--- src/rtl/fp_ctrl_pkg.sv ---
// fp_ctrl_pkg: shared encodings for the FP issue controller
package fp_ctrl_pkg;
  localparam int TIMEOUT_DEF = 15;
  typedef enum logic [1:0] {OP_ADD = 2'b00, OP_SUB = 2'b01, OP_MUL = 2'b10, OP_MOV = 2'b11} fp_op_e;
  typedef enum logic [1:0] {S_IDLE = 2'b00, S_EXEC = 2'b01, S_WB = 2'b10} state_e;
  typedef enum logic [1:0] {SRC_FPU = 2'b00, SRC_LOAD = 2'b01, SRC_MOVE = 2'b10} wsrc_e;
endpackage

--- src/rtl/fp_scoreboard.sv ---
// fp_scoreboard: per-register pending-write bits with set/clear and three lookups
module fp_scoreboard (
  input  logic        clk,
  input  logic        rst,
  input  logic        i_set_en,
  input  logic [4:0]  i_set_idx,
  input  logic        i_clr_en,
  input  logic [4:0]  i_clr_idx,
  input  logic [4:0]  i_qa_idx,
  input  logic [4:0]  i_qb_idx,
  input  logic [4:0]  i_qc_idx,
  output logic        o_qa,
  output logic        o_qb,
  output logic        o_qc,
  output logic [31:0] o_busy
);
  logic [31:0] r_busy, w_set, w_clr;
  assign w_set  = {31'b0, i_set_en} << i_set_idx;
  assign w_clr  = {31'b0, i_clr_en} << i_clr_idx;
  assign o_qa   = r_busy[i_qa_idx];
  assign o_qb   = r_busy[i_qb_idx];
  assign o_qc   = r_busy[i_qc_idx];
  assign o_busy = r_busy;
  // set is OR-ed in after the clear so a same-bit collision leaves it set
  always_ff @(posedge clk)
    if (rst) r_busy <= '0;
    else     r_busy <= (r_busy & ~w_clr) | w_set;
endmodule

--- src/rtl/fp_issue_ctrl.sv ---
// fp_issue_ctrl: single-issue FP controller with scoreboard, FPU timeout and
// a shared register-file write port arbitrated between writeback and loads
module fp_issue_ctrl
  import fp_ctrl_pkg::*;
#(
  parameter int TIMEOUT = TIMEOUT_DEF
) (
  input  logic        clk,
  input  logic        rst,
  input  logic        issue_valid,
  input  logic [1:0]  issue_op,
  input  logic [4:0]  issue_fd,
  input  logic [4:0]  issue_fs,
  input  logic [4:0]  issue_ft,
  output logic        issue_ready,
  output logic [4:0]  rf_ra1,
  output logic [4:0]  rf_ra2,
  output logic        fpu_start,
  output logic [1:0]  fpu_op,
  input  logic        fpu_done,
  input  logic        ld_valid,
  input  logic [4:0]  ld_fd,
  output logic        ld_ready,
  output logic        rf_we,
  output logic [4:0]  rf_wa,
  output logic [1:0]  rf_wsrc,
  output logic [31:0] busy_vec,
  output logic        err
);
  localparam int CW = $clog2(TIMEOUT + 1);
  state_e        r_state, w_next;
  logic [4:0]    r_fd, r_fs, r_ft;
  logic [1:0]    r_op;
  logic          r_start, r_err;
  logic [CW-1:0] r_cnt;
  logic          w_bfs, w_bft, w_bfd, w_mov_in, w_ld_hit, w_accept, w_timeout, w_wb, w_clr;
  fp_scoreboard u_sb (
    .clk(clk), .rst(rst),
    .i_set_en(w_accept), .i_set_idx(issue_fd),
    .i_clr_en(w_clr), .i_clr_idx(r_fd),
    .i_qa_idx(issue_fs), .i_qb_idx(issue_ft), .i_qc_idx(issue_fd),
    .o_qa(w_bfs), .o_qb(w_bft), .o_qc(w_bfd),
    .o_busy(busy_vec)
  );
  // mov.s has no second source, so ft neither blocks on busy nor on a pending load
  assign w_mov_in    = issue_op == OP_MOV;
  assign w_ld_hit    = ld_valid && (ld_fd == issue_fs || ld_fd == issue_fd || (!w_mov_in && ld_fd == issue_ft));
  assign issue_ready = !rst && r_state == S_IDLE && !w_bfs && !(w_bft && !w_mov_in) && !w_bfd && !w_ld_hit;
  assign w_accept    = issue_valid && issue_ready;
  assign w_timeout   = r_state == S_EXEC && !fpu_done && r_cnt == CW'(TIMEOUT - 1);
  assign w_wb        = !rst && r_state == S_WB;
  assign w_clr       = r_state == S_WB || w_timeout;
  assign ld_ready    = !rst && ld_valid && r_state != S_WB && !busy_vec[ld_fd];
  assign rf_we       = w_wb || ld_ready;
  assign rf_wa       = w_wb ? r_fd : ld_fd;
  assign rf_wsrc     = w_wb ? (r_op == OP_MOV ? SRC_MOVE : SRC_FPU) : SRC_LOAD;
  assign rf_ra1      = r_fs;
  assign rf_ra2      = r_ft;
  assign fpu_op      = r_op;
  assign fpu_start   = r_start;
  assign err         = r_err;
  always_comb begin
    w_next = r_state;
    w_next = r_state == S_IDLE ? (w_accept ? (w_mov_in ? S_WB : S_EXEC) : S_IDLE)
           : r_state == S_EXEC ? (fpu_done ? S_WB : (w_timeout ? S_IDLE : S_EXEC))
           : S_IDLE;
  end
  always_ff @(posedge clk)
    if (rst) r_state <= S_IDLE;
    else     r_state <= w_next;
  always_ff @(posedge clk)
    if (rst) begin
      r_fd    <= '0;
      r_fs    <= '0;
      r_ft    <= '0;
      r_op    <= '0;
      r_start <= 1'b0;
      r_cnt   <= '0;
      r_err   <= 1'b0;
    end else begin
      r_start <= w_accept && !w_mov_in;
      if (w_accept) begin
        r_fd <= issue_fd;
        r_fs <= issue_fs;
        r_ft <= issue_ft;
        r_op <= issue_op;
      end
      r_cnt <= (r_state == S_EXEC && !fpu_done) ? r_cnt + 1'b1 : '0;
      if (w_timeout) r_err <= 1'b1;
    end
endmodule

--- config.mk ---
export PLATFORM = sky130hd
export DESIGN_NAME = fp_issue_ctrl
export DESIGN_NICKNAME = d
export VERILOG_FILES = /design/src/rtl/fp_ctrl_pkg.sv /design/src/rtl/fp_scoreboard.sv /design/src/rtl/fp_issue_ctrl.sv
export SDC_FILE = /design/constraint.sdc
export NUM_CORES = 1
export LEC_CHECK = 0
export BUFFER_PORTS_ARGS = -buffer_cell sky130_fd_sc_hd__buf_2
export CAP_MARGIN = 10
export CORE_MARGIN = 3
export CORE_UTILIZATION = 35
export DETAILED_ROUTE_END_ITERATION = 7
export HOLD_SLACK_MARGIN = 0.08
export SLEW_MARGIN = 0
export SYNTH_ARGS = -nofsm -noshare
export SYNTH_HDL_FRONTEND = slang
export SYNTH_SLANG_ARGS = --single-unit
--- constraint.sdc ---
create_clock -name clk -period 5 [get_ports clk]
set_input_delay 1.25 -clock clk [delete_from_list [all_inputs] [get_ports clk]]
set_output_delay 1.25 -clock clk [all_outputs]
set_load 0.01 [all_outputs]
==> results of run 1 <==
[sequential cells by signal (all words and copies together), names as in the netlist]
name         flops
r_cnt            4
rf_ra1           5
r_fd             5
r_state          2
fpu_start        1
rf_ra2           5
fpu_op           2
u_sb.o_busy     32
err              1
[stage by stage]
step | util, % | cells | setup WS (ns)
after floorplan | - | 420 | 0.3807
after global placement | 39.47 | 605 | 0.3554
after detailed placement | 39.47 | 605 | 0.3263
after CTS | 41.76 | 619 | 0.3203
after global routing | 41.76 | 619 | 0.1475
final | 41.76 | 619 | 0.3241
[worst reg2reg max path, cell delays in order, from the launching register on]
cell and delay [ns]:
dfxtp_1 0.40, mux4_2 0.49, nor2b_1 0.14, a211o_1 0.26, a32oi_1 0.26, nand4_2 0.17
inv_2 0.08, buf_4 0.24, nand2_4 0.27, o41ai_1 0.41
[cells by family (layout without fill, tap and decap cells)]
family	Yosys count	in the layout	share of synthesized area (%)
flops	57	57	28.75
simple gates	137	137	18.88
xor+xnor	17	17	3.752
mux	49	49	22.29
fa+ha+maj	2	2	0.6304
compound gates	107	107	18.47
buf+inv	51	110	7.219
[worst paths after layout]
kind                     to             from
max reg2reg  u_sb.o_busy[1]  u_sb.o_busy[19]
max                   rf_we         ld_fd[0]
min reg2reg        r_cnt[0]         r_cnt[0]
min                r_cnt[0]         r_cnt[0]
[routing by layer]
metal	vias to the layer above	share of wire, %	wire (um)	global-route usage [%]
li1	1693	-	-	-
met1	1823	41	5553	28.31
met2	215	47	6342	32.90
met3	32	9.7	1323	5.067
met4	0	2.7	362	7.131
met5	-	0	0	0
[cells in the mapped netlist, types with 2 or more instances]
master	count	share of area (%)
o31ai_1	24	4.5
o41ai_1	3	0.66
a22oi_1	6	1.1
nand3_1	30	3.8
a32oi_1	2	0.44
buf_6	4	1.1
o211ai_1	2	0.38
o21ai_0	38	4.8
o2111ai_1	3	0.66
clkinv_1	2	0.19
clkbuf_8	3	1.0
clkbuf_1	20	1.9
ha_1	2	0.63
mux4_1	3	2.0
xnor2_1	6	1.3
nand2_1	24	2.3
mux4_2	27	15
o41ai_2	4	1.6
dfxtp_1	57	29
nor4_1	2	0.32
nor3_1	2	0.25
buf_1	2	0.19
nor2_1	18	1.7
inv_1	7	0.66
mux2_2	6	1.7
buf_4	4	0.76
nand2b_1	4	0.63
a21oi_1	19	2.4
a211o_1	2	0.44
nor3b_1	2	0.38
nor2b_1	30	4.7
nand3b_1	15	2.8
buf_2	7	0.88
mux2i_1	13	3.3
xor2_1	11	2.4
or2_2	3	0.47
[layout make-up]
class | count | area (um^2)
clock buffers | 10 | 229.0
clock inverters | 4 | 22.52
fillers | 1117 | 6396
inverters | 10 | 37.54
multi-input cells | 312 | 2541
flip-flops and latches | 57 | 1141
well taps | 140 | 175.2
repair buffers | 86 | 440.4
[power breakdown]
group	switching [mW]	internal (mW)	leakage (nW)
clock network	0.206	0.326	0.124
logic	0.111	0.0608	1.24
registers	0.0117	0.465	0.461
==> flow_summary.toml, run 1 <==
[outcome]
outcome = "completed"

[sta]
max_freq_mhz = 213.9
maxSlewViolCount = 0
period_needed_ns = 4.676
finalClockSkew_ns = 0.007315
min_period_over_period_pct = 93.52
tns_ns = 0
report.final.setup_viol = 0
worst_slew_pin_slew_ns = 0.5222
finalHoldViolations = 0
slew_headroom_pct = 65.18
rsz0062_at_grt = "false"
holdWs_ns = 0.4609

[clocking]
clk_latency_ns = 0.33
post_cts_buffers = 0
cts.sinks = 57
htreeDepth = 3
root_buffer = "clkbuf_16"
cts_tree = "built"
cts_buffer_depth = 2
post_cts_resized = 0
postCtsHoldBufs = 0
clk_pin_slew_ns = 0.05
numCtsBuffers = 9

[worst_setup_path]
slowest_stage = "mux4_2"
cp.arrival_ns = 3.43
worstRegToRegCells = 9
critPathMaxStageDelay_ns = 0.54
worstPathRequired_ns = 3.75
cp_max_fo = 12
crit_path_cell_trace = "buf_2, mux4_2, mux4_2, mux2_2, nor4_1, or2_2, buf_2"
worst-path-stages = 7
r2r_setup_slack_ns = 2.17
crit_family = "multiplexers"
path_buf_inv = 2
path_class = "in -> out"
crit_path_start_kind = "primary input"
end_kind = "output pin"

[pwr]
finalPower_mw = 1.181
p_leak_nw = 1.829
power_density_nw_per_um2 = 257.5
ir_worst_vdd_v = 0.0001395

[routing]
drt_iter0_drc = 386
wire_per_inst_um = 21.94
routed_wl_mm = 13.58
drc = 0
via_per_inst = 6.079
vias = 3763
ant_nets = 0
dr.pass1.iters = 5

[layout]
layout_common_cells = "buf_2, dfxtp_1, o21ai_0"
finalInstanceArea_um2 = 4587
diodes = 0
final_common_cell = "buf_2"
syn_to_final_growth_pct = 15.57
nets = 505
drive_gt1_share_pct = 30.06

[floorplan]
rows = 38
core_um2 = 10980
floorplan.initialDensity_pct = 36.14
die_x_um = 112.5
ioPinCount = 83
dieHeight_um = 112.5
dieArea_um2 = 12650

[logic_synthesis]
synth_cell_types = 49
postSynthAreaPerCell_um2 = 9.450
syn_inst = 420
synth-edff-count = 0
synthArstFlopShare_pct = 0
ys.flop_type = "dfxtp_1"
ys_ff_latch = 57
syn_nets = 449
yosysSeqAreaShare_pct = 28.75
yosysWarnings = 0
syn_area_um2 = 3969

[grt]
grt_pass1_wl_mm = 20.54
antenna_found_initial = 0
grt_pass1_vias = 3618
grt_start_max_net_pins = 54
grt_use_total_pct = 20.94
overflow = 0

[placed_design]
port_buffers = 82
gp_congestion = 0.9218
hpwl_mm = 9.653
dpl_cell_area_um2 = 4335

[min_path]
whs_path_depth = 1
holdCritPathClass = "reg -> reg"

[job]
cap_violations = 0
Note: power is estimated with default switching activity, not from simulation.
==> run 2: changes to the inputs <==
--- a/config.mk
+++ b/config.mk
@@ -7,6 +7,7 @@
 export LEC_CHECK = 0
 export BUFFER_PORTS_ARGS = -buffer_cell sky130_fd_sc_hd__buf_2
 export CAP_MARGIN = 10
+export CORE_ASPECT_RATIO = 0.75
 export CORE_MARGIN = 3
 export CORE_UTILIZATION = 35
 export DETAILED_ROUTE_END_ITERATION = 7
==> run 2 against run 1 <==
Compared with the run above: first-iteration DRC count decreased by 1.0%; cell count increased by 0.32%; sequential share of layout area decreased by 0.43 points; sequential power about the same; critical path type unchanged; critical endpoint unchanged; largest power group unchanged.
==> flow_summary.toml, run 2 (synthesis results as in run 1) <==
[floorplan]
floorplan.initialDensity_pct = 36.14
ioPinCount = 83
dieHeight_um = 98.22
die_x_um = 129.0
dieArea_um2 = 12670
core_um2 = 10980
rows = 33

[grt]
grt_start_max_net_pins = 34
grt_use_total_pct = 21.95
overflow = 0
grt_pass1_wl_mm = 21.59
grt_pass1_vias = 3682
antenna_found_initial = 0

[pwr]
ir_worst_vdd_v = 0.0001859
p_sw_mw = 0.3501
p_leak_nw = 1.859
power_density_nw_per_um2 = 287.0
combPwrFrac_pct = 13.2
finalPower_mw = 1.339
sw_frac_of_total_pct = 26.15
pwr-share-clk_pct = 51.3
p_int_mw = 0.9891
pwr-share-seq_pct = 35.6

[sta]
report.final.setup_viol = 0
rsz0062_at_grt = "false"
min_period_over_period_pct = 95.17
holdWs_ns = 0.4724
finalHoldViolations = 0
period_needed_ns = 4.759
maxSlewViolCount = 0
worst_slack_ns = 0.2414
slew_headroom_pct = 50.47
worst_slew_pin_slew_ns = 0.7327
finalClockSkew_ns = 0.006935
max_freq_mhz = 210.1
tns_ns = 0

[outcome]
outcome = "completed"

[worst_setup_path]
end_kind = "output pin"
crit_family = "multiplexers"
path_buf_inv = 2
critPathMaxStageDelay_ns = 0.57
path_class = "in -> out"
worstPathRequired_ns = 3.75
cp.arrival_ns = 3.51
crit_path_cell_trace = "buf_2, mux4_2, mux4_2, mux2_2, nor4_1, or2_2, buf_2"
crit_path_start_kind = "primary input"
cp_max_fo = 12
slowest_stage = "mux4_2"

[layout]
fill_cells = 1080
nets = 505
drive_gt1_share_pct = 30.35
finalInstanceArea_um2 = 4667
syn_to_final_growth_pct = 17.59
final_common_cell = "buf_2"
diodes = 0
utilization_pct = 42.49
instances_no_fill = 621
largest_reg_flops = 32
layout_common_cells = "buf_2, dfxtp_1, o21ai_0"
multi_input_area_um2 = 2541
layout.area.seq_um2 = 1141

[placed_design]
gp_congestion = 0.9310
post-place-ws_ns = 0.2527
hpwl_mm = 10.03
port_buffers = 82
placed_cells = 605
dpl_cell_area_um2 = 4335

[routing]
routed_wl_mm = 13.88
via_per_inst = 6.064
vias = 3766
dr.pass1.iters = 6
wire_per_inst_um = 22.35
drc = 0
ant_nets = 0
drt_iter0_drc = 382

[min_path]
holdCritPathClass = "reg -> reg"

[clocking]
post_cts_buffers = 0
cts_tree = "built"
root_buffer = "clkbuf_16"
htreeDepth = 3
numCtsBuffers = 9
post_cts_resized = 0
clk_latency_ns = 0.33
cts.sinks = 57
cts_buffer_depth = 2
clk_pin_slew_ns = 0.05
postCtsHoldBufs = 0

[job]
cap_violations = 0
run 2: cell count changes in the layout (fill, tap and decap cells not counted), sizes merged:
cell / change
clkinv: -3
clkinvlp: +1
bufinv: +2
clkbuf: +2
run 2: area by class of cell:
type                    instances  share of cell area (%)
well taps                     140                   3.753
inverters                      10                  0.8043
repair buffers                 86                   9.437
flip-flops and latches         57                   24.45
clock buffers                  12                   5.496
clock inverters                 4                   1.609
multi-input cells             312                   54.45
run 2: final timing paths:
| path | startpoint | endpoint | slack, ns | depth (start not counted) |
|---|---|---|---|---|
| min reg2reg | rf_ra1[4] | rf_ra1[4] | 0.47 | 2 |
| max reg2reg | u_sb.o_busy[19] | u_sb.o_busy[2] | 2.12 | 9 |
| max | ld_fd[0] | rf_we | 0.24 | 7 |
| min | rf_ra1[4] | rf_ra1[4] | 0.47 | 2 |
run 2: power by group through the flow:
stage | clock network, mW | logic, mW | registers, mW
floorplan | 0 | 0.130 | 0.482
global placement | 0 | 0.170 | 0.485
detailed placement | 0 | 0.173 | 0.485
CTS | 0.693 | 0.175 | 0.476
global route | 0.714 | 0.190 | 0.477
finish | 0.686 | 0.177 | 0.476
run 2: tightest hold or removal path, stage by stage (launching register included):
cell and delay, ns:
dfxtp_1 0.30, o21ai_0 0.06, a21oi_1 0.06
run 2: per-layer routing:
layer,part of all wire [%],vias up,track usage (%)
met2,42,234,30.53
met1,45,1824,32.12
met3,12,22,8.092
li1,-,1686,-
met5,0,-,0
met4,1.4,0,5.408
==> run 3: changes to the inputs <==
==> constraint.sdc (replaced) <==
create_clock -name clk -period 5 [get_ports clk]
set_input_delay 0 -clock clk [delete_from_list [all_inputs] [get_ports clk]]
set_output_delay 0 -clock clk [all_outputs]
set_load 0.01 [all_outputs]
==> run 3 against run 2 <==
Compared with the run above: clock skew rose by 0.0033 ns; maximum frequency up 44%; register-to-register slack lost 0.43 ns; worst setup slack better by 1.4 ns; first-iteration DRC count is 25% higher; die area unchanged; sequential power is essentially flat; global-route usage decreased by 0.092 points; critical path type is now reg -> reg.
==> flow_summary.toml, run 3 (synthesis results as in run 1) <==
[floorplan]
dieHeight_um = 98.22
dieArea_um2 = 12670
rows = 33
ioPinCount = 83
die_x_um = 129.0
floorplan.initialDensity_pct = 36.14
core_um2 = 10980

[min_path]
hold_path.startpoint = "issue_fs[0]"
holdCritPathClass = "in -> reg"
worstHoldEndpoint = "rf_ra1[0]"
whs_path_depth = 3

[clocking]
root_buffer = "clkbuf_16"
cts_buffer_depth = 2
cts.sinks = 57
cts_tree = "built"
post_cts_resized = 0
clk_pin_slew_ns = 0.05
post_cts_buffers = 0
numCtsBuffers = 9
clk_latency_ns = 0.33
htreeDepth = 3

[placed_design]
hpwl_mm = 9.742
gp_congestion = 0.9525
port_buffers = 82
dpl_cell_area_um2 = 4313

[layout]
nets = 512
largest_reg_flops = 32
fill_cells = 1087
drive_gt1_share_pct = 29.36
multi_input_area_um2 = 2541
final_common_cell = "buf_2"
layout_common_cells = "buf_2, dfxtp_1, o21ai_0"
utilization_pct = 42.74
layout.area.seq_um2 = 1141
diodes = 0
syn_to_final_growth_pct = 18.28
finalInstanceArea_um2 = 4695

[sta]
maxSlewViolCount = 0
tns_ns = 0
finalHoldViolations = 0
rsz0062_at_grt = "false"
worst_slew_pin_slew_ns = 0.8773
finalClockSkew_ns = 0.01023
report.final.setup_viol = 0
slew_headroom_pct = 40.69
max_freq_mhz = 302.1
min_period_over_period_pct = 66.19
period_needed_ns = 3.310

[grt]
overflow = 0
antenna_found_initial = 0
grt_util_met3_pct = 8.092
grt_start_max_net_pins = 57
use_met1_pct = 31.36
grt_use_met2_pct = 31.57
grt_pass1_wl_mm = 21.43
grt_pass1_vias = 3688
top_usage_layer = "met2"
grt_use_total_pct = 21.86

[worst_setup_path]
cp_max_fo = 33
end_kind = "flop"
timing.rr.start = "u_sb.o_busy[19]"
crit_family = "compound AO/OA/AOI/OAI gates"
path_class = "reg -> reg"
critPathLaunch = "u_sb.o_busy[19]"
worstRegToRegCells = 8
r2r_setup_slack_ns = 1.69
crit_path_start_kind = "flop"
path_buf_inv = 1
worstPathRequired_ns = 5.21
cp.arrival_ns = 3.52
reg2reg_to = "u_sb.o_busy[1]"
slowest_stage = "mux4_2"
crit_path_cell_trace = "mux4_2, nor2b_1, a211o_1, a32oi_1, nand4_2, inv_2, nand2_4, o41ai_1"
critPathMaxStageDelay_ns = 0.50

[routing]
drc = 0
dr.pass1.iters = 7
drt_iter0_drc = 479
wire_per_inst_um = 21.96
routed_wl_mm = 13.77
via_per_inst = 6.024
vias = 3777
ant_nets = 0

[pwr]
finalPower_mw = 1.231
p_leak_nw = 1.876
ir_worst_vdd_v = 0.0001783
power_density_nw_per_um2 = 262.2

[outcome]
outcome = "completed"

[job]
cap_violations = 0
==> run 3: area by class of cell <==
cell class | count | share of cell area (%)
multi-input combinational | 312 | 54.13
sequential | 57 | 24.31
timing repair buffer | 93 | 11.03
clock buffer | 12 | 5.677
tap | 140 | 3.731
inverter | 10 | 0.7996
clock inverter | 3 | 0.3198
==> run 3: per-stage QoR <==
stage / worst slack, ns / hold WS [ns] / instances
after detailed placement: 1.812 / 0.2957 / 602
after floorplan: 2.735 / 0.1420 / 420
after global routing: 1.491 / 0.1085 / 627
after global placement: 1.887 / 0.2911 / 602
after CTS: 1.728 / 0.08596 / 627
final: 1.690 / 0.09987 / 627
==> run 3: how the worst max path moves through the flow <==
stage	depth (start not counted)	to	slack, ns
after detailed placement	8	u_sb.o_busy[2]	1.81
after floorplan	9	u_sb.o_busy[4]	2.74
final	8	u_sb.o_busy[1]	1.69
after CTS	8	u_sb.o_busy[1]	1.73
after global routing	8	u_sb.o_busy[1]	1.49
after global placement	8	u_sb.o_busy[1]	1.89
==> run 3: power breakdown <==
part | switching, mW | total [mW] | internal [mW]
combinational | 0.118 | 0.181 | 0.0633
sequential | 0.0111 | 0.476 | 0.465
clock | 0.204 | 0.574 | 0.369
total | 0.333 | 1.23 | 0.898
==> run 3: worst reg2reg max path: cells and delay by family (launching register included) <==
family | cells | cell delay, ns
AOI/OAI and AO/OA | 3 | 0.98
buffers and inverters | 1 | 0.45
DFF | 1 | 0.36
muxes | 1 | 0.51
and+or+nand+nor | 3 | 0.88
==> run 3: repair_timing <==
item	in CTS	in global routing
hold buffers	10	0
setup endpoints to repair	0	0
hold endpoints to repair	14	0
==> run 3: metal layers <==
metal  wire length [um]  part of all wire (%)
met1               5916                    43
met2               5921                    43
met3               1801                    13
met4                127                  0.92
met5                  0                     0
